`src/rtl/ariane_pkg.sv`:
```
// Shared fetch-path types: the fetch_entry handed to decode and its prediction/exception fields.
// Also holds the default fetch FIFO depth.
package ariane_pkg;

  localparam int FETCH_FIFO_DEPTH = 4;

  localparam logic [63:0] INSTR_PAGE_FAULT = 64'd12;

  typedef struct packed {
    logic [63:0] cause;
    logic [63:0] tval;
    logic        valid;
  } exception;

  typedef struct packed {
    logic [63:0] predict_address;
    logic        predict_taken;
    logic        valid;
  } branchpredict_sbe;

  typedef struct packed {
    logic [63:0]      address;
    logic [31:0]      instruction;
    branchpredict_sbe branch_predict;
    exception         ex;
  } fetch_entry;

endpackage

```
`src/rtl/fetch_fifo_ctrl.sv`:
```
// Pointer and occupancy bookkeeping for fetch_fifo: wr_ptr/rd_ptr/count with push, pop and flush.
import ariane_pkg::*;

module fifo_ctrl #(
  parameter int DEPTH = FETCH_FIFO_DEPTH,
  parameter int PW    = $clog2(DEPTH),
  parameter int CW    = $clog2(DEPTH + 1)
) (
  input  logic          clk_i,
  input  logic          rst_i,
  input  logic          flush_i,
  input  logic          push_i,
  input  logic          pop_i,
  output logic [PW-1:0] wr_ptr_o,
  output logic [PW-1:0] rd_ptr_o,
  output logic [CW-1:0] count_o,
  output logic          full_o,
  output logic          empty_o
);

  logic [PW-1:0] wr_ptr_q, wr_ptr_d;
  logic [PW-1:0] rd_ptr_q, rd_ptr_d;
  logic [CW-1:0] count_q, count_d;
  logic          push_ok, pop_ok;

  assign full_o  = (count_q == CW'(DEPTH));
  assign empty_o = (count_q == '0);

  // Requests beyond capacity are dropped here as a second line of defence.
  assign push_ok = push_i & ~full_o;
  assign pop_ok  = pop_i & ~empty_o;

  always_comb begin
    wr_ptr_d = wr_ptr_q;
    rd_ptr_d = rd_ptr_q;
    count_d  = count_q;
    if (flush_i) begin
      wr_ptr_d = '0;
      rd_ptr_d = '0;
      count_d  = '0;
    end else begin
      if (push_ok) wr_ptr_d = wr_ptr_q + PW'(1);
      if (pop_ok)  rd_ptr_d = rd_ptr_q + PW'(1);
      case ({push_ok, pop_ok})
        2'b10:   count_d = count_q + CW'(1);
        2'b01:   count_d = count_q - CW'(1);
        default: count_d = count_q;
      endcase
    end
  end

  always_ff @(posedge clk_i) begin
    if (rst_i) begin
      wr_ptr_q <= '0;
      rd_ptr_q <= '0;
      count_q  <= '0;
    end else begin
      wr_ptr_q <= wr_ptr_d;
      rd_ptr_q <= rd_ptr_d;
      count_q  <= count_d;
    end
  end

  assign wr_ptr_o = wr_ptr_q;
  assign rd_ptr_o = rd_ptr_q;
  assign count_o  = count_q;

endmodule

```
`src/rtl/fetch_fifo.sv`:
```
// In-order buffer between fetch and decode; locks input after a faulting fetch until flushed.
// Optional combinational pass-through when empty: define FETCH_FIFO_BYPASS_EN.
import ariane_pkg::*;

module fetch_fifo #(
  parameter int DEPTH = FETCH_FIFO_DEPTH,
  parameter int CW    = $clog2(DEPTH + 1)
) (
  input  logic             clk_i,
  input  logic             rst_i,
  input  logic             flush_i,
  input  logic             in_valid_i,
  output logic             in_ready_o,
  input  logic [63:0]      in_addr_i,
  input  logic [31:0]      in_instr_i,
  input  branchpredict_sbe in_bp_i,
  input  exception         in_ex_i,
  output fetch_entry       fetch_entry_o,
  output logic             fetch_entry_valid_o,
  input  logic             fetch_ack_i,
  output logic [CW-1:0]    count_o
);

  localparam int PW = $clog2(DEPTH);

  // Handshake: a transfer happens on a cycle where valid and ready (or valid and ack) are both high
  // and flush_i is low; in_ready_o depends on registers only, never on fetch_ack_i.
  logic [PW-1:0] wr_ptr, rd_ptr;
  logic          full, empty;
  logic          push_acc, store, pop, bypass_take;
  logic          ex_lock_q, ex_lock_d;
  fetch_entry    in_entry;
  fetch_entry    mem_q [DEPTH];
  fetch_entry    mem_d [DEPTH];

  always_comb begin
    in_entry                = '0;
    in_entry.address        = in_addr_i;
    in_entry.instruction    = in_instr_i;
    in_entry.branch_predict = in_bp_i;
    in_entry.ex             = in_ex_i;
  end

  assign in_ready_o = ~full & ~ex_lock_q;
  assign push_acc   = in_valid_i & in_ready_o & ~flush_i;
  assign pop        = ~empty & fetch_ack_i & ~flush_i;
  assign store      = push_acc & ~bypass_take;

`ifdef FETCH_FIFO_BYPASS_EN
  logic bypass_active;
  assign bypass_active       = empty & ~ex_lock_q & ~flush_i;
  assign bypass_take         = bypass_active & in_valid_i & fetch_ack_i;
  assign fetch_entry_valid_o = bypass_active ? in_valid_i : ~empty;
  assign fetch_entry_o       = (bypass_active & in_valid_i) ? in_entry : mem_q[rd_ptr];
`else
  assign bypass_take         = 1'b0;
  assign fetch_entry_valid_o = ~empty;
  assign fetch_entry_o       = mem_q[rd_ptr];
`endif

  fifo_ctrl #(
    .DEPTH (DEPTH),
    .PW    (PW),
    .CW    (CW)
  ) u_ctrl (
    .clk_i    (clk_i),
    .rst_i    (rst_i),
    .flush_i  (flush_i),
    .push_i   (store),
    .pop_i    (pop),
    .wr_ptr_o (wr_ptr),
    .rd_ptr_o (rd_ptr),
    .count_o  (count_o),
    .full_o   (full),
    .empty_o  (empty)
  );

  always_comb begin
    mem_d = mem_q;
    if (store) mem_d[wr_ptr] = in_entry;
  end

  // Any accepted faulting fetch locks input, including one consumed straight through the bypass.
  always_comb begin
    ex_lock_d = ex_lock_q | (push_acc & in_ex_i.valid);
    if (flush_i) ex_lock_d = 1'b0;
  end

  always_ff @(posedge clk_i) begin
    if (rst_i) begin
      ex_lock_q <= 1'b0;
      for (int i = 0; i < DEPTH; i++) mem_q[i] <= '0;
    end else begin
      ex_lock_q <= ex_lock_d;
      mem_q     <= mem_d;
    end
  end

endmodule

```
`config.mk`:
```
export PLATFORM = sky130hd
export DESIGN_NAME = fetch_fifo
export DESIGN_NICKNAME = d
export VERILOG_FILES = /design/src/rtl/ariane_pkg.sv /design/src/rtl/fetch_fifo_ctrl.sv /design/src/rtl/fetch_fifo.sv
export SDC_FILE = /design/constraint.sdc
export NUM_CORES = 2
export LEC_CHECK = 0
export CORE_MARGIN = 1.5
export CORE_UTILIZATION = 40
export DETAILED_ROUTE_END_ITERATION = 8
export PLACE_DENSITY = 0.71
export SYNTH_ARGS = -nofsm -noshare
export SYNTH_HDL_FRONTEND = slang
export SYNTH_SLANG_ARGS = --single-unit
```
`constraint.sdc`:
```
create_clock -name clk_i -period 4.2 [get_ports clk_i]
set_input_delay 0.84 -clock clk_i [delete_from_list [all_inputs] [get_ports clk_i]]
set_output_delay 0.84 -clock clk_i [all_outputs]
set_load 0.01 [all_outputs]
```
==> impl_metrics.json <==
{
  "p_leak_nw": 28.1,
  "maxCapViolations": 0,
  "areaGrowthSynthToFinish_pct": 23.3,
  "finalCriticalPeriod_ns": 3.97,
  "fp-row-count": 133,
  "rsz0062_at_grt": "false",
  "cp-start-kind": "flop",
  "synth_top_area_cell": "dfxtp_1",
  "grtUsageTotal": 0.195,
  "dp_hpwl_um": 88700,
  "vias": 34400,
  "avgSynthCellArea_um2": 11.8,
  "setup_tns_ns": 0,
  "worst_slack_ns": 0.226,
  "start_util": 0.404,
  "switchingPower_w": 0.00568,
  "holdWs_ns": 0.468,
  "ys.flop_type": "dfxtp_1",
  "status": "completed",
  "fmax_mhz": 252,
  "grt_pass1_wl_um": 210000,
  "grt_max_degree": 129,
  "synth_edf_count": 0,
  "pwr-share-seq": 0.453,
  "nets": 5293,
  "async_flop_share": 0,
  "fillers": 11600,
  "fin_skew_ns": 0.0213,
  "dieArea_mm2": 0.135,
  "die-width_um": 367,
  "cp_max_fo": 32,
  "synthTopCellsByCount": "nand2b_1 (1456), dfxtp_1 (1172), mux2i_1 (1164)",
  "multi_input_comb_area_mm2": 0.0277,
  "yosysMostFrequentCell": "nand2b_1",
  "cts_tree": "yes",
  "cts_buffer_depth": 3,
  "cts_max_level": 4,
  "drv_slew": 0,
  "antenna_found_initial": 15,
  "grt_pass1_vias": 36200,
  "drcViolationCount": 0,
  "clk_latency_ns": 0.77,
  "clock-root-buffer": "clkbuf_16",
  "arrival_ns": 3.13,
  "path_clk_slew_ns": 0.06,
  "synth_cell_types": 28,
  "drt_pass1_iterations": 5,
  "wl_per_cell_um": 19.5,
  "ant_nets": 0,
  "ctsHoldBuffers": 0,
  "syn_area_mm2": 0.0530,
  "finalCritPeriodShare": 0.946,
  "pre_cts_slack_ns": 0.906,
  "yosys-top-cells-area": "dfxtp_1 (44%), mux2i_1 (22%), nand2b_1 (17%)",
  "pwr-share-comb": 0.077,
  "ys_seq_area_frac": 0.442,
  "post_drt_via_cell_ratio": 5.03,
  "ys_warn_count": 0,
  "postCtsSetupRepairBufs": 0,
  "cellPowerDensity_mw_per_mm2": 384,
  "p_clk_frac": 0.470,
  "clkSinkCount": 1172,
  "synthCells": 4493,
  "syn-num-nets": 4795,
  "hold_path_class": "flop to flop",
  "die_h_um": 367,
  "worstPathRequired_ns": 3.36,
  "p_int_w": 0.0195,
  "p_sw_frac": 0.226,
  "ys_seq_elements": 1172,
  "first_iter_violations": 1640,
  "vdd_ir_drop_max_uv": 365,
  "setup_viol": 0,
  "netlist.area_leader.share": 0.442,
  "tightest_slew_ns": 0.863,
  "io_pins": 592,
  "end_kind": "output pin",
  "drive_gt1_frac": 0.126,
  "hold_viol": 0,
  "cts_buffers": 134,
  "slew-limit-headroom": 0.424,
  "gp_congestion": 0.789,
  "grt.overflow.total": 0,
  "cts_resized": 0,
  "coreArea_mm2": 0.131,
  "wl_um": 133000,
  "crit_type": "flop to output pin",
  "seq_area_mm2": 0.0235,
  "portBuffers": 591
}
[flip-flops by register name, indices dropped and copies added (netlist names)]
| register | flops |
|---|---|
| u_ctrl.count_o | 3 |
| mem_q | 1164 |
| ex_lock_q | 1 |
| u_ctrl.rd_ptr_o | 2 |
| u_ctrl.wr_ptr_o | 2 |
[stage by stage]
step,power [W],std cells,instance area [um^2],util
6_report,0.0252,6854,65400,0.498
5_1_grt,0.0260,6853,65400,0.498
4_1_cts,0.0255,6847,65400,0.498
3_5_place_dp,0.0136,6610,60900,0.463
3_3_place_gp,0.0136,6610,60900,0.463
2_1_floorplan,0.0127,4493,53000,-
[area by class of cell]
class,count,area share
inverters,6,0.000344
diodes,7,0.000268
multi-input cells,2956,0.423
clock inverters,39,0.00658
well taps,1755,0.0336
clock buffers,198,0.0623
repair buffers,721,0.115
flip-flops and latches,1172,0.359
[power by group through the flow]
stage | logic, W | clock network (W) | registers, W
2_1_floorplan | 0.00107 | 0 | 0.0116
3_3_place_gp | 0.00193 | 0 | 0.0116
3_5_place_dp | 0.00194 | 0 | 0.0116
4_1_cts | 0.00196 | 0.0121 | 0.0114
5_1_grt | 0.00206 | 0.0126 | 0.0114
6_report | 0.00194 | 0.0118 | 0.0114
[layout by cell type (no fill, tap or decap), types with 4 or more instances in the layout]
cell type        count
clkbuf_1            26
nand3_4              4
mux4_2             291
clkinvlp_4           7
nand2b_1          1456
clkdlybuf4s50_1    590
buf_4               78
nor2_1               6
clkinv_8             5
inv_1                6
clkbuf_8            29
buf_12              52
mux2i_1           1164
ha_1                 5
a21oi_1              6
o21ai_0              5
bufinv_16            6
clkbuf_16          143
diode_2              7
dfxtp_1           1170
clkinv_2            18
[routing by layer]
| metal | global-route usage | up-vias | wire length, um |
|---|---|---|---|
| met2 | 0.326 | 669 | 64300 |
| met4 | 0.0687 | 18 | 3850 |
| met3 | 0.0480 | 210 | 7000 |
| li1 | - | 16500 | - |
| met5 | 0 | - | 111 |
| met1 | 0.244 | 17100 | 58100 |
[cell families after synthesis]
| family | count (synthesis) | synth area share |
|---|---|---|
| DFF | 1172 | 0.442 |
| and+or+nand+nor | 1481 | 0.174 |
| adders and majority gates | 6 | 0.00156 |
| AOI/OAI and AO/OA | 12 | 0.00116 |
| muxes | 1455 | 0.343 |
| xor gates and xnor gates | 2 | 0.000330 |
| buffers and inverters | 365 | 0.0371 |
[path summary, 6_finish.rpt]
path,startpoint,endpoint,slack [ns],cells after the start
max,u_ctrl.rd_ptr_o[0]$_SDFFE_PP0P_,fetch_entry_o[92],0.23,4
min,mem_q[846]$_SDFFE_PP0P_,mem_q[846]$_SDFFE_PP0P_,0.47,2
max reg2reg,u_ctrl.count_o[0]$_SDFFE_PP0P_,mem_q[1059]$_SDFFE_PP0P_,1.66,4
min reg2reg,mem_q[846]$_SDFFE_PP0P_,mem_q[846]$_SDFFE_PP0P_,0.47,2
[worst max-delay path, cell delays in order, from the launching register on]
cell,delay (ns)
dfxtp_4,0.64
buf_12,0.29
buf_12,0.30
mux4_2,0.55
clkdlybuf4s50_1,0.52
No activity file was read; power rests on OpenSTA's default activity.
